===== config.mk =====
export PLATFORM = sky130hd
export DESIGN_NAME = fp_addsub_pipe
export DESIGN_NICKNAME = d
export VERILOG_FILES = /design/src/rtl/fp_addsub_pipe.sv
export SDC_FILE = /design/constraint.sdc
export NUM_CORES = 1
export LEC_CHECK = 0
export BUFFER_PORTS_ARGS = -buffer_cell sky130_fd_sc_hd__buf_2
export CORE_MARGIN = 3
export CORE_UTILIZATION = 56
export CTS_CLUSTER_DIAMETER = 120
export DETAILED_ROUTE_END_ITERATION = 10
export PLACE_DENSITY = 0.84
export SLEW_MARGIN = 20
export SYNTH_ARGS = -nofsm -noshare
export SYNTH_HDL_FRONTEND = slang
export SYNTH_SLANG_ARGS = --single-unit

===== constraint.sdc =====
create_clock -name clk -period 5.3 [get_ports clk]
set_input_delay 0.795 -clock clk [delete_from_list [all_inputs] [get_ports clk]]
set_output_delay 0.795 -clock clk [all_outputs]
set_load 0.1 [all_outputs]

===== src/rtl/fp_addsub_pipe.sv =====
// Three-stage pipelined floating-point add/subtract (align -> add/sub -> normalise/round)
// with RNE or truncate rounding, special values, status flags and valid/ready back-pressure.
module fp_addsub_pipe #(
  parameter  int EXP_W = 8,
  parameter  int MAN_W = 15,
  localparam int WIDTH = 1 + EXP_W + MAN_W
) (
  input  logic             clk,
  input  logic             rst_n,
  input  logic             flush_i,
  input  logic             in_valid,
  output logic             in_ready,
  input  logic [WIDTH-1:0] a,
  input  logic [WIDTH-1:0] b,
  input  logic [3:0]       opcode,
  output logic             out_valid,
  input  logic             out_ready,
  output logic [WIDTH-1:0] result,
  output logic [3:0]       flags
);
  localparam int SIG_W = MAN_W + 4;  // {hidden, man, guard, round, sticky}
  localparam int EXS_W = EXP_W + 2;  // signed exponent with carry and borrow headroom
  localparam int LZ_W  = $clog2(SIG_W);
  localparam logic [EXP_W-1:0] EXP_ONES  = '1;
  localparam logic [EXP_W-1:0] ALIGN_LIM = EXP_W'(MAN_W + 2);

  typedef enum logic [1:0] {SP_NONE, SP_ILLEGAL, SP_NAN, SP_INF} special_e;

  typedef struct packed {
    logic             sign;
    logic [EXP_W-1:0] exp;
    logic [SIG_W-1:0] sig_hi;
    logic [SIG_W-1:0] sig_lo;
    logic             eff_sub;
    special_e         special;
    logic             sp_sign;
    logic             trunc;
  } s1_t;

  typedef struct packed {
    logic                    sign;
    logic signed [EXS_W-1:0] exp;
    logic [SIG_W-1:0]        mag;
    special_e                special;
    logic                    sp_sign;
    logic                    trunc;
  } s2_t;

  s1_t s1_d, s1_q;
  s2_t s2_d, s2_q;
  logic s1_v, s2_v, s3_v;
  logic s1_free, s2_free, s3_free;

  // A stage may load when it is empty or its content moves downstream this cycle.
  assign s3_free   = !s3_v || out_ready;
  assign s2_free   = !s2_v || s3_free;
  assign s1_free   = !s1_v || s2_free;
  assign in_ready  = s1_free || flush_i;
  assign out_valid = s3_v;

  // ---------------- S1: unpack, swap, align ----------------
  logic             sign_a, sign_b, a_inf, b_inf, a_big;
  logic [EXP_W-1:0] exp_a, exp_b, exp_diff;
  logic [MAN_W:0]   sig_a, sig_b, sig_small;
  logic [SIG_W-1:0] lo_full, lo_lost, lo_aligned;

  // NOTE: every always_comb output gets a default first so no path leaves a latch.
  always_comb begin
    sign_a     = a[WIDTH-1];
    sign_b     = b[WIDTH-1] ^ opcode[0];
    exp_a      = a[WIDTH-2:MAN_W];
    exp_b      = b[WIDTH-2:MAN_W];
    a_inf      = (exp_a == EXP_ONES);
    b_inf      = (exp_b == EXP_ONES);
    sig_a      = (exp_a == '0) ? '0 : {1'b1, a[MAN_W-1:0]};
    sig_b      = (exp_b == '0) ? '0 : {1'b1, b[MAN_W-1:0]};
    a_big      = {exp_a, sig_a} >= {exp_b, sig_b};
    exp_diff   = a_big ? exp_a - exp_b : exp_b - exp_a;
    sig_small  = a_big ? sig_b : sig_a;
    lo_full    = {sig_small, 3'b000};
    lo_lost    = '0;
    lo_aligned = '0;
    if (exp_diff > ALIGN_LIM) begin
      lo_aligned = {{(SIG_W-1){1'b0}}, |sig_small};
    end else begin
      lo_lost    = lo_full & ((SIG_W'(1) << exp_diff) - SIG_W'(1));
      lo_aligned = (lo_full >> exp_diff) | {{(SIG_W-1){1'b0}}, |lo_lost};
    end

    s1_d         = '0;
    s1_d.sign    = a_big ? sign_a : sign_b;
    s1_d.exp     = a_big ? exp_a : exp_b;
    s1_d.sig_hi  = {(a_big ? sig_a : sig_b), 3'b000};
    s1_d.sig_lo  = lo_aligned;
    s1_d.eff_sub = sign_a ^ sign_b;
    s1_d.trunc   = opcode[1];
    s1_d.special = SP_NONE;
    s1_d.sp_sign = 1'b0;
    if (opcode[3:2] != 2'b00) begin
      s1_d.special = SP_ILLEGAL;
    end else if (a_inf && b_inf && (sign_a != sign_b)) begin
      s1_d.special = SP_NAN;
    end else if (a_inf) begin
      s1_d.special = SP_INF;
      s1_d.sp_sign = sign_a;
    end else if (b_inf) begin
      s1_d.special = SP_INF;
      s1_d.sp_sign = sign_b;
    end
  end

  // ---------------- S2: add / subtract magnitudes ----------------
  logic [SIG_W:0] sum;

  always_comb begin
    sum  = s1_q.eff_sub ? ({1'b0, s1_q.sig_hi} - {1'b0, s1_q.sig_lo})
                        : ({1'b0, s1_q.sig_hi} + {1'b0, s1_q.sig_lo});
    s2_d         = '0;
    s2_d.sign    = s1_q.sign;
    s2_d.special = s1_q.special;
    s2_d.sp_sign = s1_q.sp_sign;
    s2_d.trunc   = s1_q.trunc;
    s2_d.exp     = $signed({2'b00, s1_q.exp});
    s2_d.mag     = sum[SIG_W-1:0];
    if (sum[SIG_W]) begin
      s2_d.mag = sum[SIG_W:1] | {{(SIG_W-1){1'b0}}, sum[0]};
      s2_d.exp = $signed({2'b00, s1_q.exp}) + EXS_W'(1);
    end
  end

  // ---------------- S3: normalise, round, pack ----------------
  logic [LZ_W-1:0]         lz;
  logic [SIG_W-1:0]        norm;
  logic signed [EXS_W-1:0] exp_n, exp_r;
  logic [MAN_W-1:0]        mant_r;
  logic                    round_up, rnd_carry;
  logic [WIDTH-1:0]        res_d;
  logic [3:0]              flg_d;

  always_comb begin
    lz = '0;
    for (int i = 0; i < SIG_W; i++) begin
      if (s2_q.mag[i]) lz = LZ_W'(SIG_W - 1 - i);
    end
    norm     = s2_q.mag << lz;
    exp_n    = s2_q.exp - $signed({{(EXS_W-LZ_W){1'b0}}, lz});
    round_up = !s2_q.trunc && norm[2] && (norm[1] || norm[0] || norm[3]);
    {rnd_carry, mant_r} = {1'b0, norm[SIG_W-2:3]} + {{MAN_W{1'b0}}, round_up};
    exp_r    = exp_n + $signed({{(EXS_W-1){1'b0}}, rnd_carry});

    res_d = '0;
    flg_d = '0;
    unique case (s2_q.special)
      SP_ILLEGAL: flg_d[3] = 1'b1;
      SP_NAN: begin
        res_d    = {1'b0, EXP_ONES, 1'b1, {(MAN_W-1){1'b0}}};
        flg_d[2] = 1'b1;
      end
      SP_INF: res_d = {s2_q.sp_sign, EXP_ONES, {MAN_W{1'b0}}};
      default: begin
        if (!norm[SIG_W-1]) begin
          res_d = '0;  // exact cancellation is always +0
        end else if (exp_r >= $signed({2'b00, EXP_ONES})) begin
          res_d    = {s2_q.sign, EXP_ONES, {MAN_W{1'b0}}};
          flg_d[1] = 1'b1;
        end else if (exp_r[EXS_W-1] || exp_r == '0) begin
          res_d    = {s2_q.sign, {(WIDTH-1){1'b0}}};
          flg_d[0] = 1'b1;
        end else begin
          res_d = {s2_q.sign, exp_r[EXP_W-1:0], mant_r};
        end
      end
    endcase
  end

  // NOTE: sequential state uses non-blocking assignments so every stage samples pre-edge values.
  always_ff @(posedge clk) begin
    if (!rst_n || flush_i) begin
      s1_v <= 1'b0;
      s2_v <= 1'b0;
      s3_v <= 1'b0;
    end else begin
      if (s1_free) s1_v <= in_valid;
      if (s2_free) s2_v <= s1_v;
      if (s3_free) s3_v <= s2_v;
    end
  end

  // NOTE: pipeline payload registers need no reset; the valid bits qualify them.
  always_ff @(posedge clk) begin
    if (s1_free && in_valid) s1_q <= s1_d;
    if (s2_free && s1_v)     s2_q <= s2_d;
  end

  always_ff @(posedge clk) begin
    if (!rst_n) begin
      result <= '0;
      flags  <= '0;
    end else if (!flush_i && s3_free && s2_v) begin
      result <= res_d;
      flags  <= flg_d;
    end
  end
endmodule

==> results.sh <==
export IMPL_cellPowerDensity_nw_per_um2=277
export IMPL_start_util_pct=58.1
export IMPL_cts_sinks=113
export IMPL_yosys_area_top_type="edfxtp_1"
export IMPL_critPathTopFamily="simple AND/OR/NAND/NOR gates"
export IMPL_crit_path_max_incr_delay_ns=0.52
export IMPL_grt_pass1_vias=10800
export IMPL_hp_class="reg2reg"
export IMPL_start_kind="flop"
export IMPL_yosysUniqueCellTypes=90
export IMPL_io_buffers=86
export IMPL_ctsHoldBuffers=0
export IMPL_hpwlAfterDp_mm=23.0
export IMPL_synth_most_common_cell="nand2_1"
export IMPL_area_growth_pct=32.3
export IMPL_cts_buffer_depth=2
export IMPL_rsz0062_at_grt="yes"
export IMPL_power_leakage_nw=6.28
export IMPL_layout_drive_gt1_share_pct=31.8
export IMPL_routed_via_density=6.26
export IMPL_fin_ws_ns=-0.635
export IMPL_antenna_found_initial=0
export IMPL_grt_max_degree=50
export IMPL_relSlewSlack_pct=54.7
export IMPL_grt_pass1_wl_mm=51.1
export IMPL_violations="setup timing"
export IMPL_crit_fanout=7
export IMPL_drt_pre_antenna_iters=6
export IMPL_drt_wl_total_mm=34.6
export IMPL_cp_depth=26
export IMPL_synth_async_sr_flop_share_pct=0
export IMPL_critical_path_class="reg2reg"
export IMPL_layout_min_cycle_time_ns=5.94
export IMPL_num_rows=49
export IMPL_path_buf_inv=2
export IMPL_crit_required_ns=5.62
export IMPL_vias=11300
export IMPL_avgSynthCellArea_um2=8.40
export IMPL_avgRoutedWirePerCell_um=19.2
export IMPL_cts_tree="yes"
export IMPL_htreeDepth=4
export IMPL_ys_top_cells_by_count="nand2_1, nor2_1, inv_1"
export IMPL_synthTopCellsByArea="edfxtp_1, ha_1, dfxtp_1"
export IMPL_antenna_cells=0
export IMPL_synthCells=1264
export IMPL_grt_usage_pct=30.6
export IMPL_n_fill_cell=1164
export IMPL_numCtsBuffers=17
export IMPL_drv_slew=0
export IMPL_insertion_delay_ns=0.43
export IMPL_die_h_um=144
export IMPL_yosysSeqAreaShare_pct=29.0
export IMPL_synth_top_area_share_pct=23.2
export IMPL_ant_nets=0
export IMPL_rrSetupSlack_ns=-0.64
export IMPL_ioPinCount=87
export IMPL_die_x_um=144
export IMPL_overflow=0
export IMPL_dominantRegCellSynth="edfxtp_1"
export IMPL_syn_cell_area_um2=10600
export IMPL_cp_slowest_cell="or4_4"
export IMPL_preCtsSetupSlack_ns=-0.598
export IMPL_first_iter_violations=1019
export IMPL_tightest_slew_ns=0.678
export IMPL_setup_tns_ns=-12.49
export IMPL_end_kind="flop"
export IMPL_skew_ns=0.00713
export IMPL_ys_ff_latch=113
export IMPL_place_congestion=0.971
export IMPL_route_detailed_drc=0
export IMPL_core_area_um2=18300
export IMPL_clkTransAtPathRegs_ns=0.06
export IMPL_timing_final_hold_violations=0
export IMPL_syn_num_nets=1406
export IMPL_min_path_cells=0
export IMPL_cap_violations=0
export IMPL_period_share_pct=112
export IMPL_finalSetupViolations=25
export IMPL_layout_nets=1703
export IMPL_ys_warn_count=0
export IMPL_arrival_ns=6.25
export IMPL_synth_edf_count=82
export IMPL_dieArea_um2=20600
export IMPL_cts_root_buffer_cell="clkbuf_16"
export IMPL_fmax_mhz=168
export IMPL_reg2regPathDepth=26
export IMPL_ir_drop_mv=0.175
export IMPL_status="complete, but fails checks"
[cell families (layout without fill, tap and decap cells)]
kind of cell / count (synthesis) / in the layout / synth area share (%)
AOI/OAI and AO/OA: 353 / 353 / 21.9
xor gates and xnor gates: 55 / 55 / 4.61
adders and majority gates: 85 / 85 / 10.3
buffers and inverters: 168 / 478 / 6.51
DFF: 113 / 113 / 29.0
muxes: 80 / 80 / 8.95
and+or+nand+nor: 410 / 410 / 18.7
[area by class of cell]
cell class | count | area (um2) | share of cell area [%]
clock inverters | 13 | 136 | 0.971
inverters | 98 | 372 | 2.65
multi-input cells | 983 | 7230 | 51.5
well taps | 229 | 287 | 2.04
flip-flops and latches | 113 | 3080 | 21.9
repair buffers | 348 | 2460 | 17.5
clock buffers | 19 | 475 | 3.38
[sequential cells by signal, summed over array words and instances, names as in the netlist]
register	flops
s1_q	49
s2_q	33
result	24
flags	4
out_valid	1
s1_v	1
s2_v	1
[metrics by stage]
stage          total power [mW]  hold slack, ns  instances  cell area (um2)  utilization, %
6_report                   3.89           0.420       1803            14000            76.9
2_1_floorplan              2.05           0.400       1264            10700               -
4_1_cts                    3.76           0.421       1792            13800            75.5
3_3_place_gp               2.48           0.404       1723            12700            69.6
5_1_grt                    4.05           0.438       1803            14000            76.9
3_5_place_dp               2.53           0.405       1723            12700            69.6
[path summary, 6_finish.rpt]
check	from	end
worst min register to register	s1_q[2]	s2_q[2]
worst max register to register	s2_q[19]	result[4]
worst min-delay path	s1_q[2]	s2_q[2]
worst max-delay path	s2_q[19]	result[4]
[report_power, final]
part	switching (mW)	leakage, nW	internal [mW]
sequential	0.0406	1.03	1.04
clock	0.466	0.303	0.716
combinational	0.893	4.95	0.739
total	1.40	6.28	2.49
[repair_timing]
item                                    CTS  global route
buffers inserted                         40            17
endpoints found under the setup margin   22            40
gates resized for setup                  48            32
pin swaps                                39            40
[placed cells by master (no fill, tap or decap), types with 10 or more instances in the layout]
master and count:
xor2_1 13, xnor2_1 36, o211ai_1 15, edfxtp_1 82
a211oi_1 11, a31oi_1 14, inv_1 91, buf_4 253
o21ai_0 75, nand3_1 39, mux2_2 24, and2_1 11
nor2b_1 16, nand2b_1 16, nor2_1 102, nor4_1 12
nor3_1 26, nand2_1 114, nand4_1 18, dfxtp_1 31
ha_1 79, mux2i_1 39, a21o_1 13, and3_1 10
clkbuf_16 19, a21oi_1 79, buf_2 86, o21ai_1 11
o21a_1 11
[per-layer routing]
layer / GRT usage (%) / vias up / share of wire [%] / routed length (um)
li1: - / 5231 / - / -
met1: 36.0 / 5234 / 37 / 12900
met2: 55.1 / 635 / 50 / 17100
met3: 4.83 / 182 / 7.4 / 2550
met4: 13.1 / 0 / 5.5 / 1920
met5: 0 / - / 0 / 0
Note: power is estimated with default switching activity, not from simulation.
